## config.mk

```make
export PLATFORM = sky130hd
export DESIGN_NAME = apb_slave_regbank
export DESIGN_NICKNAME = d
export VERILOG_FILES = /design/src/rtl/apb_slave_regbank.sv
export SDC_FILE = /design/constraint.sdc
export NUM_CORES = 1
export LEC_CHECK = 0
export BUFFER_PORTS_ARGS = -buffer_cell sky130_fd_sc_hd__buf_2
export CAP_MARGIN = 15
export CORE_MARGIN = 2
export CORE_UTILIZATION = 47
export DETAILED_ROUTE_END_ITERATION = 12
export GPL_ROUTABILITY_DRIVEN = 0
export PLACE_DENSITY = 0.72
export SETUP_SLACK_MARGIN = 0.3
export SYNTH_ARGS = -nofsm -noshare
export SYNTH_HDL_FRONTEND = slang
export SYNTH_SLANG_ARGS = --single-unit
```

## constraint.sdc

```tcl
create_clock -name PCLK -period 2.8 [get_ports PCLK]
set_input_delay 0.56 -clock PCLK [delete_from_list [all_inputs] [get_ports PCLK]]
set_output_delay 0.56 -clock PCLK [all_outputs]
set_load 0.02 [all_outputs]
```

## src/rtl/apb_slave_regbank.sv

```systemverilog
// APB3 completer: NUM_REGS word registers, top index is a read-only ID; APB_SLV_PSTRB_EN adds byte strobes.
// Latency: setup + 1 + WAIT_STATES cycles; regs_o trails the completing edge by one cycle.
// Backpressure: PREADY held low for WAIT_STATES access cycles; PSEL dropped mid-access aborts with no update.
module apb_slave_regbank #(
  parameter int                    ADDR_WIDTH  = 32,
  parameter int                    DATA_WIDTH  = 32,
  parameter int                    NUM_REGS    = 8,
  parameter int                    WAIT_STATES = 1,
  parameter logic [DATA_WIDTH-1:0] ID_VALUE    = 32'hA9B0_0001
) (
  input  logic                           PCLK,
  input  logic                           PRESETn,
  input  logic                           PSEL,
  input  logic                           PENABLE,
  input  logic [ADDR_WIDTH-1:0]          PADDR,
  input  logic                           PWRITE,
  input  logic [DATA_WIDTH-1:0]          PWDATA,
`ifdef APB_SLV_PSTRB_EN
  input  logic [DATA_WIDTH/8-1:0]        PSTRB,
`endif
  output logic [DATA_WIDTH-1:0]          PRDATA,
  output logic                           PREADY,
  output logic                           PSLVERR,
  output logic [NUM_REGS*DATA_WIDTH-1:0] regs_o
);

  localparam int                STRB_W  = DATA_WIDTH / 8;
  localparam int                IDX_W   = ADDR_WIDTH - 2;
  localparam int                REG_IW  = (NUM_REGS > 1) ? $clog2(NUM_REGS) : 1;
  localparam int                CNT_W   = 4;
  localparam logic [REG_IW-1:0] ID_IDX  = REG_IW'(NUM_REGS - 1);
  localparam logic [CNT_W-1:0]  WS_LAST = CNT_W'(WAIT_STATES);

  typedef enum logic {IDLE, ACCESS} state_t;

  state_t                  state_q, state_nxt;
  logic [CNT_W-1:0]        cnt_q, cnt_nxt;
  logic [REG_IW-1:0]       idx_q;
  logic                    wr_q;
  logic                    err_q;
  logic [DATA_WIDTH-1:0]   wdata_q;
  logic [DATA_WIDTH-1:0]   regs_q [NUM_REGS-1];
  logic [IDX_W-1:0]        setup_idx;
  logic                    setup_err;
  logic                    latch;
  logic                    do_write;
  logic [DATA_WIDTH-1:0]   wr_val;
  logic [NUM_REGS*DATA_WIDTH-1:0] regs_pack;
`ifdef APB_SLV_PSTRB_EN
  logic [STRB_W-1:0]       strb_q;
`endif

  assign setup_idx = PADDR[ADDR_WIDTH-1:2];

  // Out-of-range indices are errors rather than aliases, so the full upper address is compared.
  always_comb begin
    setup_err = (PADDR[1:0] != 2'b00)
             || (setup_idx >= IDX_W'(NUM_REGS))
             || (PWRITE && (setup_idx == IDX_W'(NUM_REGS - 1)));
`ifdef APB_SLV_PSTRB_EN
    if (!PWRITE && (PSTRB != '0)) setup_err = 1'b1;
`endif
  end

  always_comb begin
    state_nxt = state_q;
    cnt_nxt   = cnt_q;
    latch     = 1'b0;
    do_write  = 1'b0;
    PREADY    = 1'b0;
    case (state_q)
      IDLE: begin
        if (PSEL && !PENABLE) begin
          latch     = 1'b1;
          state_nxt = ACCESS;
          cnt_nxt   = '0;
        end
      end
      ACCESS: begin
        PREADY = (cnt_q == WS_LAST);
        if (!PSEL) begin
          state_nxt = IDLE;
        end else if (PENABLE) begin
          if (PREADY) begin
            state_nxt = IDLE;
            do_write  = wr_q && !err_q;
          end else begin
            cnt_nxt = cnt_q + CNT_W'(1);
          end
        end
      end
      default: state_nxt = IDLE;
    endcase
  end

  always_comb begin
    PRDATA = '0;
    if (PREADY && !wr_q && !err_q)
      PRDATA = (idx_q == ID_IDX) ? ID_VALUE : regs_q[idx_q];
  end

  assign PSLVERR = PREADY && err_q;

  always_comb begin
    wr_val = wdata_q;
`ifdef APB_SLV_PSTRB_EN
    wr_val = regs_q[idx_q];
    for (int k = 0; k < STRB_W; k++)
      if (strb_q[k]) wr_val[k*8 +: 8] = wdata_q[k*8 +: 8];
`endif
  end

  always_comb begin
    regs_pack = '0;
    for (int i = 0; i < NUM_REGS - 1; i++)
      regs_pack[i*DATA_WIDTH +: DATA_WIDTH] = regs_q[i];
    regs_pack[(NUM_REGS-1)*DATA_WIDTH +: DATA_WIDTH] = ID_VALUE;
  end

  always_ff @(posedge PCLK) begin
    if (!PRESETn) begin
      state_q <= IDLE;
      cnt_q   <= '0;
      idx_q   <= '0;
      wr_q    <= 1'b0;
      err_q   <= 1'b0;
      wdata_q <= '0;
`ifdef APB_SLV_PSTRB_EN
      strb_q  <= '0;
`endif
      for (int i = 0; i < NUM_REGS - 1; i++)
        regs_q[i] <= '0;
      regs_o  <= {ID_VALUE, {((NUM_REGS-1)*DATA_WIDTH){1'b0}}};
    end else begin
      state_q <= state_nxt;
      cnt_q   <= cnt_nxt;
      if (latch) begin
        idx_q   <= setup_idx[REG_IW-1:0];
        wr_q    <= PWRITE;
        err_q   <= setup_err;
        wdata_q <= PWDATA;
`ifdef APB_SLV_PSTRB_EN
        strb_q  <= PSTRB;
`endif
      end
      if (do_write)
        regs_q[idx_q] <= wr_val;
      regs_o <= regs_pack;
    end
  end

endmodule

```

======== After elaboration in Yosys (flattened, before gate mapping) ========
Memories as Yosys holds them, arrays and structs flattened. A register that Yosys moved wholly into a read port is not among the register bits.
Index checks and enable logic that the tools add are counted.
cells by class
  $add $sub $neg .......................... 1
  $mul .................................... 0
  divide/modulo/power cells ............... 0
  $lt $le $gt $ge ......................... 1
  equal/unequal tests ..................... 7
  shifts and indexed selects .............. 0
  mux-type cells .......................... 27
  bitwise logic cells ..................... 1
  reductions and logical operators ........ 21
operator list
  operator             count
  $mux 32              3
  $reduce_or 32->1     1
  $eq 30x3->1 const B  1
  $ge 30x4->1 const B  1
  $mux 4               4
  $mux 1               15
  $logic_not 1->1      10
  $mux 3               3
  $ne 2x2->1 const B   4
  $pmux 4 s2           1
  $logic_and 1x1->1    6
  $add 4x1->4 const B  1
  $eq 4x1->1 const B   1
  $reduce_and 4->1     1
  $eq 3x3->1 const B   1
  $logic_or 1x1->1     2
  $pmux 1 s2           1
  $reduce_bool 2->1    1
  $not 1->1            1
word-level totals
  flip-flop bits (word level) ............. 74
  bits in latches ......................... 0
  memory bits (writable) .................. 224
  bits in read-only memories .............. 0
  bits of input ports ..................... 69
  word-level logic and storage cells ...... 66
  memories kept ........................... 1
memories
  name    words  width  rd ports  clocked after memory_dff  wr ports  line  RTL
  regs_q  7      32     8         8                         7         42    logic [DATA_WIDTH-1:0] regs_q [NUM_REGS-1];

======== Logic depth before layout (Yosys ltp) ========
Gate-level depths: netlist of run 1.
  word-level depth ........................ 11
  gate-level depth with buffers ........... 9
  mapped depth without buffers ............ 6

======== Worst setup path after synthesis of run 1 ========
No wires, ideal clock.
  path kind ............................... flip-flop to flip-flop
  from .................................... reg cnt_q[0]
  to ...................................... mem regs_q[1][0], enable pin
  setup time .............................. 389 ps
  arrival time ............................ 2454 ps
  data required time ...................... 2411 ps
  path slack .............................. -44 ps
  cell stages (with the launch flop) ...... 8
  buffers on the path ..................... 2
  cells stage by stage .................... dfxtp_1 > ha_1 > or3b_1 > buf_6 > nor4_4 > nand4b_1 > clkbuf_1 > nand2_1
RTL lines
  element                   line  RTL
  start: declaration        37    logic [CNT_W-1:0] cnt_q, cnt_nxt;
  start signal: assignment  136   cnt_q <= cnt_nxt;
  end: declaration          42

======== Final worst setup path of run 1 ========
  from .................................... reg cnt_q[1]
  to ...................................... out PRDATA[2]
between the ends
  longest elaborated chain between the ends .. 5
RTL lines
  element                         line  RTL
  $eq 4x1->1                      80    PREADY = (cnt_q == WS_LAST);
  $mux 1                          71    case (state_q)
  $logic_and 1x1->1 (2 in a row)  98    if (PREADY && !wr_q && !err_q)
  $mux 32                         98
  end: declaration                21    output logic [DATA_WIDTH-1:0] PRDATA,
No other way between the ends.

==> results.json, run 1 <==
{
  "status": "complete, but fails checks",
  "violations": "setup timing",
  "num_rows": 73,
  "area_growth_pct": 24.15,
  "p_int_w": 0.01221,
  "min_period_over_period_pct": 100.0,
  "setup_ws_ns": -0.0007181,
  "fp.dieW_um": 205.5,
  "n_antenna_cell": 0,
  "htreeDepth": 2,
  "synth_top_cell_by_area": "edfxtp_1",
  "slew_headroom_pct": 48.74,
  "hold_viol": 0,
  "dr.pass1.iters": 5,
  "p_per_area_nw_per_um2": 662.9,
  "synthArstFlopShare_pct": 0,
  "syn_inst": 1551,
  "ant_nets": 0,
  "p_leak_nw": 9.642,
  "layout.nets": 1977,
  "die_y_um": 205.5,
  "start_util_pct": 47.82,
  "hold_class": "in -> reg",
  "pwr-share-clk_pct": 40.8,
  "worstSetupPathType": "reg -> out",
  "cp_max_fo": 6,
  "rsz0062_at_grt": "yes",
  "finalWirelength_um": 52260,
  "setup_tns_ns": -0.0007181,
  "dp_hpwl_um": 36090,
  "synth_top_area_share_pct": 35.24,
  "placed_cell_area_um2": 21280,
  "synth_common_cells": "dfxtp_1 (301), and2_1 (258), nand2_1 (226)",
  "power_frac_comb_pct": 6.2,
  "design_area_um2": 23700,
  "maxCapViolCount": 0,
  "ir_drop_v": 0.0004339,
  "worst_pin_slew_ns": 0.7689,
  "cp-end-kind": "output pin",
  "drt_iter0_drc": 1273,
  "layout_min_cycle_time_ns": 2.801,
  "yosysWarnings": 0,
  "antenna_found_initial": 0,
  "num_vias": 12700,
  "synth_edf_count": 224,
  "path_clk_slew_ns": 0.06,
  "ys_seq_elements": 525,
  "hold_buffers": 0,
  "core-area_um2": 39910,
  "drc_errors": 0,
  "switching_power_w": 0.003503,
  "yosysMostFrequentCell": "dfxtp_1",
  "finalSetupViolCount": 1,
  "root_buffer": "clkbuf_16",
  "track_usage_pct": 24.04,
  "fill_cells": 3213,
  "fmax_mhz": 357.1,
  "required_ns": 2.24,
  "worstSetupStartpointType": "register",
  "synth_top_flop_cell": "dfxtp_1",
  "cts_buffer_depth": 3,
  "finClkSkew_ns": 0.01807,
  "boundaryPins": 359,
  "routed_via_density": 5.135,
  "wl_per_cell_um": 21.13,
  "p_sw_share_pct": 22.29,
  "syn_area_um2": 19090,
  "drive_above_1_share_pct": 33.16,
  "overflow": 0,
  "cts_tree": "done",
  "ys_types": 40,
  "synth-seq-area-share_pct": 66.81,
  "clkSinkCount": 525,
  "die_area_um2": 42240,
  "clock_latency_ns": 0.57,
  "grt_max_degree": 83,
  "worstPathArrival_ns": 2.24,
  "post-place-ws_ns": 0.1556,
  "port-buffer-count": 326,
  "ys_top_cells_by_area": "edfxtp_1 (35%), dfxtp_1 (32%), and2_1 (8.5%), mux4_2 (6.6%), nand2_1 (4.4%)",
  "grt_pass1_wl_um": 75010,
  "numCtsBuffers": 51,
  "postSynthAreaPerCell_um2": 12.31,
  "slew_viol_final": 0,
  "grt_pass1_vias": 12400,
  "p_seq_share_pct": 53.0
}
[worst max-delay path: stages, from the launching register on]
cell     delay [ns]
dfxtp_2        0.33
inv_2          0.07
ha_4           0.13
nor3b_4        0.24
nand3_4        0.18
or2_4          0.40
a21oi_1        0.16
buf_4          0.16
[power by group through the flow]
stage / clock (W) / sequential [W] / combinational [W]
CTS: 0.00649 / 0.00832 / 0.000936
global route: 0.00677 / 0.00834 / 0.00105
finish: 0.00641 / 0.00832 / 0.000978
detailed placement: 0 / 0.00849 / 0.000867
global placement: 0 / 0.00848 / 0.000862
floorplan: 0 / 0.00855 / 0.000462
[final cells by class]
cell class / count / area [µm²] / area share (%)
clock inverters: 17 / 80.08 / 0.3379
multi-input cells: 897 / 5978 / 25.23
inverters: 35 / 135.1 / 0.5702
clock buffers: 78 / 1483 / 6.256
repair buffers: 396 / 2604 / 10.99
flip-flops and latches: 525 / 12760 / 53.85
well taps: 525 / 656.9 / 2.772
[metrics by stage]
step	hold slack (ns)	power [W]	util, %	std cells
floorplan	0.4415	0.009008	-	1581
global placement	0.4459	0.009342	53.31	2347
detailed placement	0.4558	0.009357	53.31	2347
CTS	0.2169	0.01575	58.42	2462
global route	0.2342	0.01615	59.37	2473
finish	0.2377	0.01571	59.37	2473
[final timing paths]
check	start	depth (start not counted)	endpoint	slack [ns]
max	cnt_q[1]$_SDFFE_PN0P_	7	PRDATA[2]	-0.0007
min	PENABLE	2	state_q$_SDFF_PN0_	0.24
max reg2reg	cnt_q[1]$_SDFFE_PN0P_	9	regs_q[3][14]$_SDFFCE_PN0P_	0.40
min reg2reg	regs_q[5][16]$_DFFE_PP_	1	regs_o[176]$_SDFF_PN0_	0.47
[cells in the final DEF (no fill, tap or decap), types with 3 or more instances in the layout]
cell type  Yosys  routed
nand2_1      226     195
edfxtp_1     224     224
buf_4         32      63
inv_1         35      34
o21ai_2       28      28
o21ai_1        4       4
clkinv_2       0       6
buf_8          0       4
and2_1       258     257
buf_6         10      12
buf_16         0       3
or2_4          0       4
nor2_1       145     144
mux2i_1        4       4
nand2_2        0      21
clkbuf_16      0      55
nand4b_1       4       4
a21oi_2        0      25
a31oi_1        5       5
clkinv_1       0       8
and3_1         4       3
clkbuf_1      74      19
nor4_1         6       6
a22oi_2        0       6
buf_12         0      15
nor3_1         5       5
dfxtp_1      301     297
clkbuf_8       0       5
a21oi_1       69      44
conb_1         2      32
mux4_2        56      56
nand4_1        4       4
buf_2         11     296
nand2_4        0      10
mux2_2        13      12
[cell families (layout without fill, tap and decap cells)]
logic type	Yosys count	after routing	share of synthesized area (%)
simple gates	667	671	17.26
flops	525	525	66.81
buf+inv	163	526	4.300
compound gates	117	117	3.789
mux	73	73	7.584
fa+ha+maj	2	2	0.1311
other cells	2	32	0.03934
xor+xnor	2	2	0.09178
[repair_timing]
action                                  4_1_cts  5_1_grt
pin swaps                                    19       25
resized for setup                            57       78
endpoints found under the setup margin       64      118
buffers inserted                             14        8
cloned                                        6        3
hold endpoints to repair                      0        0
[state kept, by name (all words and copies together), names as in the netlist, named ones only]
register,cells
err_q,1
state_q,1
regs_q,256
cnt_q,4
wdata_q,32
idx_q,3
regs_o,224
wr_q,1
[per-layer routing]
metal  vias up  global-route usage, %  part of all wire, %
met5         -                      0                    0
met4         0                  7.991                  3.2
met3       103                  5.670                  9.4
met2       585                  37.93                   47
met1      6155                  32.81                   41
li1       5855                      -                    -
Power figures use the tool's default switching activity.
==> run 2, diff against run 1 <==
--- a/config.mk
+++ b/config.mk
@@ -9,6 +9,7 @@
 export CAP_MARGIN = 15
 export CORE_MARGIN = 2
 export CORE_UTILIZATION = 47
+export CTS_BUF_LIST = sky130_fd_sc_hd__clkbuf_8
 export DETAILED_ROUTE_END_ITERATION = 12
 export GPL_ROUTABILITY_DRIVEN = 0
 export PLACE_DENSITY = 0.72
==> run 2 against run 1 <==
The run still ends with setup timing left. Non-clock buffer count is 1 lower. Cell area is 0.43% higher. Total power fell by 0.59%. Clock power shrank 1%. Critical path depth fell by 1. Clock skew increased by 0.011 ns. Critical path type unchanged. Critical endpoint is now PRDATA[29].
==> results.json, run 2 (synthesis results as in run 1) <==
{
  "status": "complete, but fails checks",
  "violations": "setup timing",
  "whs_ns": 0.1882,
  "crit_chain": "buf_12 -> buf_16 -> mux4_2 -> a22oi_2 -> a21oi_1 -> buf_4",
  "worstSetupPathType": "reg -> out",
  "p_per_area_nw_per_um2": 656.2,
  "clkSinkCount": 525,
  "p_sw_share_pct": 22.95,
  "hold_class": "in -> reg",
  "busiest_layer": "met2",
  "htreeDepth": 3,
  "num_vias": 12910,
  "layout.nets": 2006,
  "multi_input_area_um2": 5993,
  "largest_register_ffs": 256,
  "routed_via_density": 5.107,
  "fill_cells": 3230,
  "path_clk_slew_ns": 0.06,
  "grt_use_met3_pct": 6.810,
  "port-buffer-count": 326,
  "root_buffer": "clkbuf_8",
  "antenna_found_initial": 0,
  "use_met2_pct": 37.46,
  "cp_max_fo": 6,
  "dp_hpwl_um": 36090,
  "pwr-share-clk_pct": 40.5,
  "num_rows": 73,
  "post-place-ws_ns": 0.1556,
  "layout_min_cycle_time_ns": 2.868,
  "slew_headroom_pct": 47.74,
  "final_cells": 2528,
  "track_usage_pct": 24.32,
  "n_antenna_cell": 0,
  "crit_buf_inv": 3,
  "die_area_um2": 42240,
  "p_leak_nw": 9.824,
  "grt_pass1_wl_um": 75730,
  "power_frac_comb_pct": 6.2,
  "grt_max_degree": 83,
  "worstSetupStartpointType": "register",
  "ir_drop_v": 0.0002875,
  "final_common_cell": "dfxtp_1",
  "worstPathArrival_ns": 2.31,
  "dr.pass1.iters": 5,
  "rr_worst_depth": 9,
  "place_inst": 2347,
  "die_y_um": 205.5,
  "finalWirelength_um": 52200,
  "max_stage_delay_ns": 0.55,
  "p_int_w": 0.01203,
  "drc_errors": 0,
  "boundaryPins": 359,
  "worst_pin_slew_ns": 0.7839,
  "cts_tree": "done",
  "wl_per_cell_um": 20.65,
  "top_regs": "regs_q x256, regs_o x224, wdata_q x32",
  "maxCapViolCount": 0,
  "fmax_mhz": 348.7,
  "core-area_um2": 39910,
  "drt_iter0_drc": 1160,
  "switching_power_w": 0.003585,
  "grt_pass1_vias": 12770,
  "cp_num_cells": 6,
  "cp-end-kind": "output pin",
  "numCtsBuffers": 81,
  "min_path_cells": 3,
  "largest_register": "regs_q",
  "slew_viol_final": 0,
  "overflow": 0,
  "cpMaxStageDelayCell": "mux4_2",
  "hold_viol": 0,
  "finClkSkew_ns": 0.02940,
  "cts_buffer_depth": 3,
  "ant_nets": 0,
  "required_ns": 2.24,
  "clock_latency_ns": 0.63,
  "path_delay_family": "multiplexers",
  "fp.dieW_um": 205.5,
  "area_growth_pct": 24.69,
  "setup_ws_ns": -0.06806,
  "p_seq_share_pct": 53.3,
  "grt_use_met1_pct": 32.23,
  "drive_above_1_share_pct": 34.15,
  "start_util_pct": 47.82,
  "final_cell_mix": "dfxtp_1 (297), buf_2 (295), and2_1 (257), edfxtp_1 (224), nand2_1 (198)",
  "r2r_slack_ns": 0.30,
  "regArea_um2": 12760,
  "rsz0062_at_grt": "yes",
  "finalSetupViolCount": 27,
  "min_period_over_period_pct": 102.4
}
run 2: changes by cell type in the layout (fill, tap and decap cells not counted), moves of 7 or more:
cell,previous run,this run
buf_4,63,56
clkbuf_8,5,100
clkbuf_16,55,1
clkbuf_1,19,0
buf_6,12,22
inv_1,34,64
run 2: stage by stage:
stage / area [µm²] / setup TNS [ns] / power, W / util, %
2_1_floorplan: 19230 / 0 / 0.009008 / -
3_3_place_gp: 21280 / 0 / 0.009342 / 53.31
3_5_place_dp: 21280 / 0 / 0.009357 / 53.31
4_1_cts: 23430 / -1.201 / 0.01569 / 58.69
5_1_grt: 23800 / -2.585 / 0.01615 / 59.63
6_report: 23800 / -0.6433 / 0.01562 / 59.63
run 2: worst paths after layout:
kind / to / from
setup reg to reg: regs_q[3][12]$_SDFFCE_PN0P_ / cnt_q[1]$_SDFFE_PN0P_
setup / recovery: PRDATA[29] / register
hold reg to reg: regs_o[176]$_SDFF_PN0_ / regs_q[5][16]$_DFFE_PP_
hold / removal: wdata_q[20]$_SDFFE_PN0P_ / PWDATA[20]
run 2: area by class of cell:
type	instances	area share [%]
clock buffers	99	5.725
clock inverters	52	1.199
inverters	35	0.5520
multi-input cells	897	25.18
flip-flops and latches	525	53.62
well taps	525	2.760
repair buffers	395	10.96
run 2: worst register-to-register path: stages (launching register included):
cell	delay, ns
dfxtp_2	0.32
inv_2	0.07
ha_4	0.14
buf_4	0.10
or3b_1	0.49
nor4_4	0.28
buf_4	0.19
nand4_1	0.19
nand2_4	0.15
buf_4	0.25
run 2: what timing repair did:
| action | CTS | global route |
|---|---|---|
| gates resized for setup | 70 | 71 |
| pin swaps | 15 | 17 |
| buffers inserted | 14 | 7 |
| cloned | 6 | 3 |
| setup endpoints to repair | 79 | 116 |
| hold buffers | 0 | 0 |
run 2: power by group through the flow:
stage               combinational (W)  sequential [W]  clock (W)
CTS                          0.000937         0.00832    0.00643
floorplan                    0.000462         0.00855          0
global route                  0.00104         0.00834    0.00677
global placement             0.000862         0.00848          0
detailed placement           0.000867         0.00849          0
finish                       0.000970         0.00833    0.00632
run 2: per-layer routing:
metal	share of wire [%]	wire length (µm)
met5	0	0
met4	3.4	1768
met3	9.7	5050
met2	46	24130
met1	41	21250
